<file path="config.mk">
export PLATFORM = sky130hd
export DESIGN_NAME = pipeline_hazard_ctrl_flat
export DESIGN_NICKNAME = d
export VERILOG_FILES = /design/src/rtl/pipeline_hazard_ctrl_if.sv /design/src/rtl/pipeline_hazard_ctrl.sv /design/src/flat_wrapper.sv
export SDC_FILE = /design/constraint.sdc
export NUM_CORES = 1
export LEC_CHECK = 0
export BUFFER_PORTS_ARGS = -buffer_cell sky130_fd_sc_hd__buf_2
export CAP_MARGIN = 5
export CORE_AREA = 2 2 94 96
export CTS_CLUSTER_DIAMETER = 200
export CTS_CLUSTER_SIZE = 25
export DETAILED_ROUTE_END_ITERATION = 8
export DIE_AREA = 0 0 96 98
export PLACE_DENSITY = 0.79
export SLEW_MARGIN = 20
export SYNTH_ARGS = -nofsm -noshare
export SYNTH_HDL_FRONTEND = slang
export SYNTH_SLANG_ARGS = --single-unit
</file>
<file path="constraint.sdc">
create_clock -name Clk -period 3.2 [get_ports Clk]
set_clock_uncertainty 0.15 [all_clocks]
set_input_delay 0.48 -clock Clk [delete_from_list [all_inputs] [get_ports Clk]]
set_output_delay 0.48 -clock Clk [all_outputs]
set_load 0.05 [all_outputs]
</file>
<file path="src/rtl/pipeline_hazard_ctrl_if.sv">
// Hazard-control bundle between the RV32I pipeline datapath and the stall/flush scheduler.
// The slave side is the scheduler; the master side is the pipeline (or a bench driving it).
interface pipeline_hazard_ctrl_if #(
  parameter int REGFILE_ADDR_WIDTH = 5,
  parameter int CNT_WIDTH          = 32
);
  logic [REGFILE_ADDR_WIDTH-1:0] Dec_Rs1_addr;
  logic [REGFILE_ADDR_WIDTH-1:0] Dec_Rs2_addr;
  logic                          Dec_Uses_rs1;
  logic                          Dec_Uses_rs2;
  logic [REGFILE_ADDR_WIDTH-1:0] EX_Rd_addr;
  logic                          EX_Mem_rd_en;
  logic                          EX_Redirect;
  logic                          Mem_req;
  logic                          Mem_ready;
  logic                          Cnt_clr;

  logic                          IF_Stall;
  logic                          IF_Flush;
  logic                          ID_Stall;
  logic                          ID_Flush;
  logic                          Pipe_hold;
  logic                          Mem_timeout;
  logic [CNT_WIDTH-1:0]          Stall_count;
  logic [CNT_WIDTH-1:0]          Flush_count;

  modport slave (
    input  Dec_Rs1_addr, Dec_Rs2_addr, Dec_Uses_rs1, Dec_Uses_rs2,
    input  EX_Rd_addr, EX_Mem_rd_en, EX_Redirect,
    input  Mem_req, Mem_ready, Cnt_clr,
    output IF_Stall, IF_Flush, ID_Stall, ID_Flush, Pipe_hold,
    output Mem_timeout, Stall_count, Flush_count
  );

  modport master (
    output Dec_Rs1_addr, Dec_Rs2_addr, Dec_Uses_rs1, Dec_Uses_rs2,
    output EX_Rd_addr, EX_Mem_rd_en, EX_Redirect,
    output Mem_req, Mem_ready, Cnt_clr,
    input  IF_Stall, IF_Flush, ID_Stall, ID_Flush, Pipe_hold,
    input  Mem_timeout, Stall_count, Flush_count
  );
endinterface

</file>
<file path="src/rtl/pipeline_hazard_ctrl.sv">
// Stall/flush scheduler for the 5-stage RV32I pipeline: load-use bubbles, redirect flushes,
// memory-wait freeze with a sticky timeout trap, and saturating stall/flush counters.
module pipeline_hazard_ctrl #(
  parameter int REGFILE_ADDR_WIDTH = 5,
  parameter int CNT_WIDTH          = 32,
  parameter int MEM_TIMEOUT        = 16
) (
  input  logic                     Clk,
  input  logic                     Reset,
  pipeline_hazard_ctrl_if.slave    hz
);

  localparam int WAIT_W = (MEM_TIMEOUT > 1) ? $clog2(MEM_TIMEOUT) : 1;
  localparam logic [WAIT_W-1:0] WAIT_LAST = WAIT_W'(MEM_TIMEOUT - 1);

  typedef enum logic [1:0] {
    RUN      = 2'd0,
    MEM_WAIT = 2'd1,
    HALT     = 2'd2
  } state_t;

  state_t            state_reg;
  logic [WAIT_W-1:0] wait_cnt_reg;
  logic              timeout_reg;

  logic [REGFILE_ADDR_WIDTH-1:0] rs1_addr;
  logic [REGFILE_ADDR_WIDTH-1:0] rs2_addr;
  logic [REGFILE_ADDR_WIDTH-1:0] rd_addr;

  logic load_use;
  logic mem_busy;
  logic if_stall;
  logic if_flush;
  logic id_stall;
  logic id_flush;
  logic pipe_hold;

  assign rs1_addr = hz.Dec_Rs1_addr;
  assign rs2_addr = hz.Dec_Rs2_addr;
  assign rd_addr  = hz.EX_Rd_addr;

  // x0 is hardwired zero, so a load targeting it can never feed the decoder.
  assign load_use = hz.EX_Mem_rd_en && (rd_addr != '0) &&
                    ((hz.Dec_Uses_rs1 && (rs1_addr == rd_addr)) ||
                     (hz.Dec_Uses_rs2 && (rs2_addr == rd_addr)));
  assign mem_busy = hz.Mem_req && !hz.Mem_ready;

  always_comb begin
    if_stall  = 1'b0;
    if_flush  = 1'b0;
    id_stall  = 1'b0;
    id_flush  = 1'b0;
    pipe_hold = 1'b0;
    if (!Reset) begin
      unique case (state_reg)
        RUN, MEM_WAIT: begin
          // In MEM_WAIT only Mem_ready releases the freeze; Mem_req is irrelevant there.
          if ((state_reg == RUN) ? mem_busy : !hz.Mem_ready) begin
            pipe_hold = 1'b1;
            if_stall  = 1'b1;
          end else if (hz.EX_Redirect) begin
            if_flush = 1'b1;
            id_flush = 1'b1;
          end else if (load_use) begin
            if_stall = 1'b1;
            id_stall = 1'b1;
          end
        end
        HALT: begin
          pipe_hold = 1'b1;
          if_stall  = 1'b1;
        end
        default: begin
          pipe_hold = 1'b1;
          if_stall  = 1'b1;
        end
      endcase
    end
  end

  always_ff @(posedge Clk or posedge Reset) begin
    if (Reset) begin
      state_reg    <= RUN;
      wait_cnt_reg <= '0;
      timeout_reg  <= 1'b0;
    end else begin
      unique case (state_reg)
        RUN: begin
          if (mem_busy) begin
            state_reg    <= MEM_WAIT;
            wait_cnt_reg <= '0;
          end
        end
        MEM_WAIT: begin
          if (hz.Mem_ready) begin
            state_reg <= RUN;
          end else begin
            wait_cnt_reg <= wait_cnt_reg + 1'b1;
            if (wait_cnt_reg == WAIT_LAST) begin
              state_reg   <= HALT;
              timeout_reg <= 1'b1;
            end
          end
        end
        HALT: begin
          state_reg <= HALT;
        end
        default: begin
          state_reg <= HALT;
        end
      endcase
    end
  end

  // Counter 0 tracks IF_Stall cycles, counter 1 tracks ID_Flush cycles.
  logic [1:0] cnt_inc;
  assign cnt_inc = {id_flush, if_stall};

  genvar gi;
  generate
    for (gi = 0; gi < 2; gi++) begin : g_cnt
      logic [CNT_WIDTH-1:0] cnt_reg;
      always_ff @(posedge Clk or posedge Reset) begin
        if (Reset) begin
          cnt_reg <= '0;
        end else if (hz.Cnt_clr) begin
          cnt_reg <= '0;
        end else if (cnt_inc[gi] && (cnt_reg != '1)) begin
          cnt_reg <= cnt_reg + 1'b1;
        end
      end
    end
  endgenerate

  assign hz.IF_Stall    = if_stall;
  assign hz.IF_Flush    = if_flush;
  assign hz.ID_Stall    = id_stall;
  assign hz.ID_Flush    = id_flush;
  assign hz.Pipe_hold   = pipe_hold;
  assign hz.Mem_timeout = timeout_reg;
  assign hz.Stall_count = g_cnt[0].cnt_reg;
  assign hz.Flush_count = g_cnt[1].cnt_reg;

endmodule
</file>
<file path="src/flat_wrapper.sv">
// flat-port wrapper written by rule: the top's interface ports become plain ports
module pipeline_hazard_ctrl_flat 
#(
  parameter int REGFILE_ADDR_WIDTH = 5,
  parameter int CNT_WIDTH          = 32,
  parameter int MEM_TIMEOUT        = 16
)
  (Clk, Reset, hz_Dec_Rs1_addr, hz_Dec_Rs2_addr, hz_Dec_Uses_rs1, hz_Dec_Uses_rs2, hz_EX_Rd_addr, hz_EX_Mem_rd_en, hz_EX_Redirect, hz_Mem_req, hz_Mem_ready, hz_Cnt_clr, hz_IF_Stall, hz_IF_Flush, hz_ID_Stall, hz_ID_Flush, hz_Pipe_hold, hz_Mem_timeout, hz_Stall_count, hz_Flush_count);
  pipeline_hazard_ctrl_if #(.REGFILE_ADDR_WIDTH(REGFILE_ADDR_WIDTH), .CNT_WIDTH(CNT_WIDTH)) hz_i ();
  input  logic Clk;
  input  logic Reset;
  input wire logic [$bits(hz_i.Dec_Rs1_addr)-1:0] hz_Dec_Rs1_addr;
  input wire logic [$bits(hz_i.Dec_Rs2_addr)-1:0] hz_Dec_Rs2_addr;
  input wire logic [$bits(hz_i.Dec_Uses_rs1)-1:0] hz_Dec_Uses_rs1;
  input wire logic [$bits(hz_i.Dec_Uses_rs2)-1:0] hz_Dec_Uses_rs2;
  input wire logic [$bits(hz_i.EX_Rd_addr)-1:0] hz_EX_Rd_addr;
  input wire logic [$bits(hz_i.EX_Mem_rd_en)-1:0] hz_EX_Mem_rd_en;
  input wire logic [$bits(hz_i.EX_Redirect)-1:0] hz_EX_Redirect;
  input wire logic [$bits(hz_i.Mem_req)-1:0] hz_Mem_req;
  input wire logic [$bits(hz_i.Mem_ready)-1:0] hz_Mem_ready;
  input wire logic [$bits(hz_i.Cnt_clr)-1:0] hz_Cnt_clr;
  output wire logic [$bits(hz_i.IF_Stall)-1:0] hz_IF_Stall;
  output wire logic [$bits(hz_i.IF_Flush)-1:0] hz_IF_Flush;
  output wire logic [$bits(hz_i.ID_Stall)-1:0] hz_ID_Stall;
  output wire logic [$bits(hz_i.ID_Flush)-1:0] hz_ID_Flush;
  output wire logic [$bits(hz_i.Pipe_hold)-1:0] hz_Pipe_hold;
  output wire logic [$bits(hz_i.Mem_timeout)-1:0] hz_Mem_timeout;
  output wire logic [$bits(hz_i.Stall_count)-1:0] hz_Stall_count;
  output wire logic [$bits(hz_i.Flush_count)-1:0] hz_Flush_count;
  assign hz_i.Dec_Rs1_addr = hz_Dec_Rs1_addr;
  assign hz_i.Dec_Rs2_addr = hz_Dec_Rs2_addr;
  assign hz_i.Dec_Uses_rs1 = hz_Dec_Uses_rs1;
  assign hz_i.Dec_Uses_rs2 = hz_Dec_Uses_rs2;
  assign hz_i.EX_Rd_addr = hz_EX_Rd_addr;
  assign hz_i.EX_Mem_rd_en = hz_EX_Mem_rd_en;
  assign hz_i.EX_Redirect = hz_EX_Redirect;
  assign hz_i.Mem_req = hz_Mem_req;
  assign hz_i.Mem_ready = hz_Mem_ready;
  assign hz_i.Cnt_clr = hz_Cnt_clr;
  assign hz_IF_Stall = hz_i.IF_Stall;
  assign hz_IF_Flush = hz_i.IF_Flush;
  assign hz_ID_Stall = hz_i.ID_Stall;
  assign hz_ID_Flush = hz_i.ID_Flush;
  assign hz_Pipe_hold = hz_i.Pipe_hold;
  assign hz_Mem_timeout = hz_i.Mem_timeout;
  assign hz_Stall_count = hz_i.Stall_count;
  assign hz_Flush_count = hz_i.Flush_count;
  pipeline_hazard_ctrl #(.REGFILE_ADDR_WIDTH(REGFILE_ADDR_WIDTH), .CNT_WIDTH(CNT_WIDTH), .MEM_TIMEOUT(MEM_TIMEOUT)) u_core (.Clk(Clk), .Reset(Reset), .hz(hz_i));
endmodule
</file>
==> flow_summary.toml, run 1 <==
[run_status]
outcome = "complete, no violations"

[final_layout]
ff_latch_area_mm2 = 0.00178
areaGrowthSynthToFinish_pct = 20.0
finalInstanceArea_mm2 = 0.00481
multiInputGateArea_mm2 = 0.00211
n_antenna_cell = 0
nets = 563
post_route_cells_drive_above_1_share = 0.233
utilization = 0.568
fillCellCount = 794

[power]
combPwrFrac = 0.062
clkPwrFrac = 0.426
swShare = 0.251
pwr-share-seq = 0.513
p_int_mw = 1.32
power.density_mw_per_mm2 = 366
power_switching_mw = 0.442
ir_drop_v = 0.000212
p_leak_nw = 2.06

[drt]
num_vias = 3782
drt_iter0_markers = 140
drc_errors = 0
drt-total-wl_mm = 9.89
drt-wirelength-per-cell_um = 15.2
drtPass1Iterations = 4
drt-vias-per-instance = 5.83
ant_nets = 0

[worst_setup_path]
regToRegSetupSlack_ns = 0.63
worstPathCellList = "nand4_1 > nor2_1 > nand2_1 > nor4_1 > mux2_1"
rr_worst_depth = 5
crit_required_ns = 3.29
crit_family = "simple AND/OR/NAND/NOR gates"
cpMaxStageDelayCell = "dfrtp_1"
cpPeakStageDelay_ns = 0.47
cp.arrival_ns = 2.65
startpoint_type = "flop"
r2r-start = "u_core.hz.Stall_count[2]$_DFFE_PP0P_"
path_class = "flop to flop"
crit_path_max_fanout = 11
critPathBufInv = 0
end_kind = "flop"
startpoint = "u_core.hz.Stall_count[2]$_DFFE_PP0P_"
cp.depth = 5

[placed_design]
portBuffers = 93
place_congestion = 0.830
post_dp_cell_area_mm2 = 0.00460
hpwlAfterDp_mm = 6.97

[logic_synthesis]
yosysTopAreaCellShare = 0.443
synthAdderAreaFrac = 0.00937
ys.warnings.count = 0
synth-simple-area-share = 0.297
synth_flop_cell = "dfrtp_1"
yosys.area.top_type = "dfrtp_1"
synth.most_common_cell = "dfrtp_1"
ys_top_cells_by_count = "71 x dfrtp_1, 44 x nor2_1, 33 x a21oi_1, 33 x nand2_1, 29 x xnor2_1"
synth_top_family_by_area = "simple AND/OR/NAND/NOR gates"
ys_types = 47
synth_compound_gate_area_share = 0.123
ys_top_cells_by_area = "dfrtp_1 44%, xnor2_1 6.3%, a21oi_1 4.1%"
synth_edf_count = 0
ys_seq_area_frac = 0.443
ys_seq_elements = 71
synthMuxAreaShare = 0.0187
syn_nets = 469
syn_inst = 442
async_flop_share = 1.00
netlist_area_mm2 = 0.00401
post_synth_xor_area_fraction = 0.0787
syn_area_per_cell_um2 = 9.06

[hold_path]
hp-class = "input pin to flop"
hp-start = "hz_Mem_ready"
hold-path-cell-count = 2

[timing]
rsz0062_at_grt = "no"
finalSetupViolations = 0
final-hold-violation-count = 0
period_share = 0.802
max_slew_margin = 0.405
slew_viol_final = 0
tightest_slew_ns = 0.892
max_freq_mhz = 390
final.setup.tns_ns = 0
fin_crit_ns = 2.57

[floorplan]
die_h_um = 98
pin_count = 94
rows = 34
fp.coreArea_mm2 = 0.00847
die_x_um = 96
start_util = 0.473
dieArea_mm2 = 0.00941

[flow_run]
drv_cap = 0

[clocking]
cts_sinks = 71
cts_made_buffers = 9
holdBufCountCts = 0
clk_root_buffer_cell = "clkbuf_8"
htreeDepth = 3
clk_pin_slew_ns = 0.08
cts_tree = "done"
postCtsSetupRepairBufs = 0
clk_latency_ns = 0.35
clockBufferDepth = 2
cts_resized = 0

[global_route]
antenna_found_initial = 0
grt_pass1_vias = 3627
track_usage = 0.222
overflow = 0
grt_pass1_wl_mm = 16.8
grt_max_degree = 72
-- cell usage in the layout, fill, tap and decap left out, drive strengths merged, types with 3 or more instances in the layout --
| cell | netlist | final |
|---|---|---|
| nand4 | 22 | 22 |
| nand2 | 33 | 33 |
| nand3 | 27 | 27 |
| buf | 8 | 100 |
| a21oi | 33 | 33 |
| nor2 | 44 | 44 |
| ha | 3 | 3 |
| clkinvlp | 0 | 3 |
| nor4 | 12 | 12 |
| nand3b | 3 | 3 |
| nor2b | 7 | 7 |
| and4 | 7 | 7 |
| nor3 | 10 | 10 |
| or3 | 21 | 21 |
| xor2 | 7 | 7 |
| inv | 11 | 12 |
| mux2 | 4 | 4 |
| mux2i | 3 | 3 |
| dfrtp | 71 | 71 |
| xnor2 | 29 | 29 |
| nor4b | 5 | 5 |
| o31ai | 13 | 13 |
| o21ai | 24 | 24 |
| clkbuf | 9 | 10 |
| or4 | 16 | 16 |
-- per-layer routing --
metal	routed length (µm)	track usage
met1	4200	0.275
met4	72	0.0593
met3	594	0.0625
met5	0	0
met2	5020	0.374
-- area by class of cell --
| class | count | area share |
|---|---|---|
| Clock inverter | 6 | 0.0141 |
| Timing Repair Buffer | 100 | 0.110 |
| Inverter | 11 | 0.00937 |
| Sequential cell | 71 | 0.370 |
| Clock buffer | 10 | 0.0286 |
| Tap cell | 108 | 0.0281 |
| Multi-Input combinational cell | 343 | 0.440 |
-- cell families after synthesis --
logic type	count (synthesis)
AOI/OAI and AO/OA	83
xor gates and xnor gates	36
adders and majority gates	3
buffers and inverters	28
DFF	71
muxes	7
and+or+nand+nor	214
-- worst reg2reg max path, delay by kind of cell (launching register included) --
kind             cells  cell delay, ns
and+or+nand+nor      4            1.48
DFF                  1            0.47
muxes                1            0.36
-- stage by stage --
| stage | std cells | total power, mW | worst slack, ns | hold slack [ns] |
|---|---|---|---|---|
| 2_1_floorplan | 442 | 0.989 | 0.0734 | 0.318 |
| 3_3_place_gp | 633 | 1.03 | 0.657 | 0.299 |
| 3_5_place_dp | 633 | 1.03 | 0.604 | 0.313 |
| 4_1_cts | 649 | 1.78 | 0.627 | 0.205 |
| 5_1_grt | 649 | 1.84 | 0.346 | 0.209 |
| 6_report | 649 | 1.76 | 0.633 | 0.216 |
-- power groups by stage --
stage                     Combinational (mW)  Clock, mW  Sequential, mW
after global routing                   0.121      0.820           0.902
after detailed placement               0.111          0           0.919
after CTS                              0.111      0.771           0.902
after floorplan                       0.0627          0           0.927
final                                  0.109      0.748           0.902
after global placement                 0.109          0           0.919
-- final timing paths --
path / endpoint
worst max-delay path: u_core.hz.Stall_count[23]$_DFFE_PP0P_
worst min-delay path: u_core.hz.Mem_timeout$_DFFE_PP0P_
worst max register to register: u_core.hz.Stall_count[23]$_DFFE_PP0P_
worst min register to register: u_core.hz.Mem_timeout$_DFFE_PP0P_
max in group asynchronous: u_core.hz.Stall_count[21]$_DFFE_PP0P_
min in group asynchronous: u_core.state_reg[0]$_DFFE_PP0P_
Note: power is estimated with default switching activity, not from simulation.
==> run 2, diff against run 1 <==
==> constraint.sdc (replaced) <==
create_clock -name Clk -period 2.3 [get_ports Clk]
set_clock_uncertainty 0.15 [all_clocks]
set_input_delay 0.345 -clock Clk [delete_from_list [all_inputs] [get_ports Clk]]
set_output_delay 0.345 -clock Clk [all_outputs]
set_load 0.05 [all_outputs]
==> run 2 against run 1 <==
Net effect:
- fmax grew 12%
- register-to-register slack worse by 0.62 ns
- worst hold slack lost 0.13 ns
- design area rose by 12%
- largest cell class unchanged
==> flow_summary.toml, run 2 (same netlist as run 1, synthesis figures left out) <==
[final_layout]
fillCellCount = 693
final_cell_mix = "91 x buf_2, 69 x dfrtp_1, 68 x buf_4"
areaGrowthSynthToFinish_pct = 34.8
nets = 627
n_antenna_cell = 0
final_common_cell = "buf_2"
utilization = 0.638
post_route_cells_drive_above_1_share = 0.341

[clocking]
htreeDepth = 3
cts_tree = "done"
clk_root_buffer_cell = "clkbuf_8"
clockBufferDepth = 2
cts_sinks = 71
clk_pin_slew_ns = 0.08
cts_made_buffers = 9
clk_latency_ns = 0.34

[worst_setup_path]
crit_end = "u_core.hz.Stall_count[18]$_DFFE_PP0P_"
r2r-start = "u_core.hz.Stall_count[7]$_DFFE_PP0P_"
cp.arrival_ns = 2.43
crit_required_ns = 2.44
startpoint_type = "flop"
rr_worst_depth = 7
r2r-end = "u_core.hz.Stall_count[18]$_DFFE_PP0P_"
path_class = "flop to flop"
end_kind = "flop"
crit_path_max_fanout = 5
startpoint = "u_core.hz.Stall_count[7]$_DFFE_PP0P_"
regToRegSetupSlack_ns = 0.01

[floorplan]
dieArea_mm2 = 0.00941
fp.coreArea_mm2 = 0.00847
pin_count = 94
rows = 34
die_h_um = 98
die_x_um = 96
start_util = 0.473

[timing]
final-hold-violation-count = 0
tightest_slew_ns = 0.895
finalSetupViolations = 0
final.setup.tns_ns = 0
max_freq_mhz = 437
slew_viol_final = 0
fin_crit_ns = 2.29
period_share = 0.995
rsz0062_at_grt = "yes"
max_slew_margin = 0.404

[drt]
drt-wirelength-per-cell_um = 15.3
num_vias = 4050
ant_nets = 0
drtPass1Iterations = 4
drt-vias-per-instance = 5.69
drt_iter0_markers = 163
drt-total-wl_mm = 10.9
drc_errors = 0

[run_status]
outcome = "complete, no violations"

[global_route]
antenna_found_initial = 0
grt_pass1_wl_mm = 17.7
grt_max_degree = 72
track_usage = 0.232
overflow = 0
grt_pass1_vias = 3941

[flow_run]
drv_cap = 0

[power]
power_switching_mw = 0.595
swShare = 0.247
pwr-share-seq = 0.519
p_int_mw = 1.82
clkPwrFrac = 0.399
power.density_mw_per_mm2 = 447
p_leak_nw = 2.43
combPwrFrac = 0.082
ir_drop_v = 0.000238

[placed_design]
place_congestion = 0.865
portBuffers = 93
hpwlAfterDp_mm = 7.73

[hold_path]
hp-class = "input pin to flop"
run 2: worst min path at each step:
stage / from / to / slack (ns) / cells past startpoint
final: hz_Mem_ready / u_core.hz.Mem_timeout$_DFFE_PP0P_ / 0.09 / 2
after global routing: hz_Mem_ready / u_core.hz.Mem_timeout$_DFFE_PP0P_ / 0.09 / 2
after CTS: hz_Mem_ready / u_core.hz.Mem_timeout$_DFFE_PP0P_ / 0.08 / 2
after detailed placement: u_core.hz.Mem_timeout$_DFFE_PP0P_ / u_core.hz.Mem_timeout$_DFFE_PP0P_ / 0.31 / 2
after global placement: u_core.hz.Mem_timeout$_DFFE_PP0P_ / u_core.hz.Mem_timeout$_DFFE_PP0P_ / 0.30 / 2
after floorplan: hz_Mem_ready / u_core.hz.Mem_timeout$_DFFE_PP0P_ / 0.29 / 1
run 2: layout make-up:
cell class	instances	area, µm²	area share
inverters	11	45.0	0.00834
multi-input cells	343	2210	0.409
clock inverters	4	47.5	0.00880
flip-flops and latches	71	1780	0.329
clock buffers	11	131	0.0243
repair buffers	164	1050	0.195
well taps	108	135	0.0250
run 2: power by group through the flow:
| stage | Sequential (mW) | Combinational (mW) | Clock, mW |
|---|---|---|---|
| after floorplan | 1.29 | 0.0874 | 0 |
| after global placement | 1.28 | 0.176 | 0 |
| after detailed placement | 1.28 | 0.182 | 0 |
| after CTS | 1.25 | 0.185 | 0.983 |
| after global routing | 1.25 | 0.216 | 1.04 |
| final | 1.25 | 0.197 | 0.962 |
run 2: metrics by stage:
step                cell area, µm²  hold WS (ns)  power [mW]  instances  setup slack (ns)
global route                  5400        0.0901        2.51        712           -0.0649
detailed placement            5030         0.309        1.46        687            -0.212
global placement              5030         0.301        1.45        687            -0.132
finish                        5400        0.0883        2.41        712            0.0111
floorplan                     4060         0.291        1.38        442            -0.408
CTS                           5240        0.0760        2.42        703          -0.00925
run 2: layer usage:
metal	part of all wire	global-route usage
met5	0	0
met4	0.019	0.0868
met3	0.058	0.0548
met2	0.50	0.376
met1	0.42	0.298
run 2: critical path, cell delays in order, from the launching register on:
cell and delay (ns):
dfrtp_1 0.41, nand4_4 0.13, or4_4 0.59, a211oi_2 0.19, a21oi_2 0.12, buf_4 0.16
or4_4 0.41, nand2_2 0.07
run 2: timing repair:
action / 4_1_cts / 5_1_grt
resized for setup: 4 / 19
endpoints found under the setup margin: 9 / 22
pin swaps: 4 / 5
gates cloned: 0 / 2
hold buffers: 0 / 0
setup buffers: 1 / 7
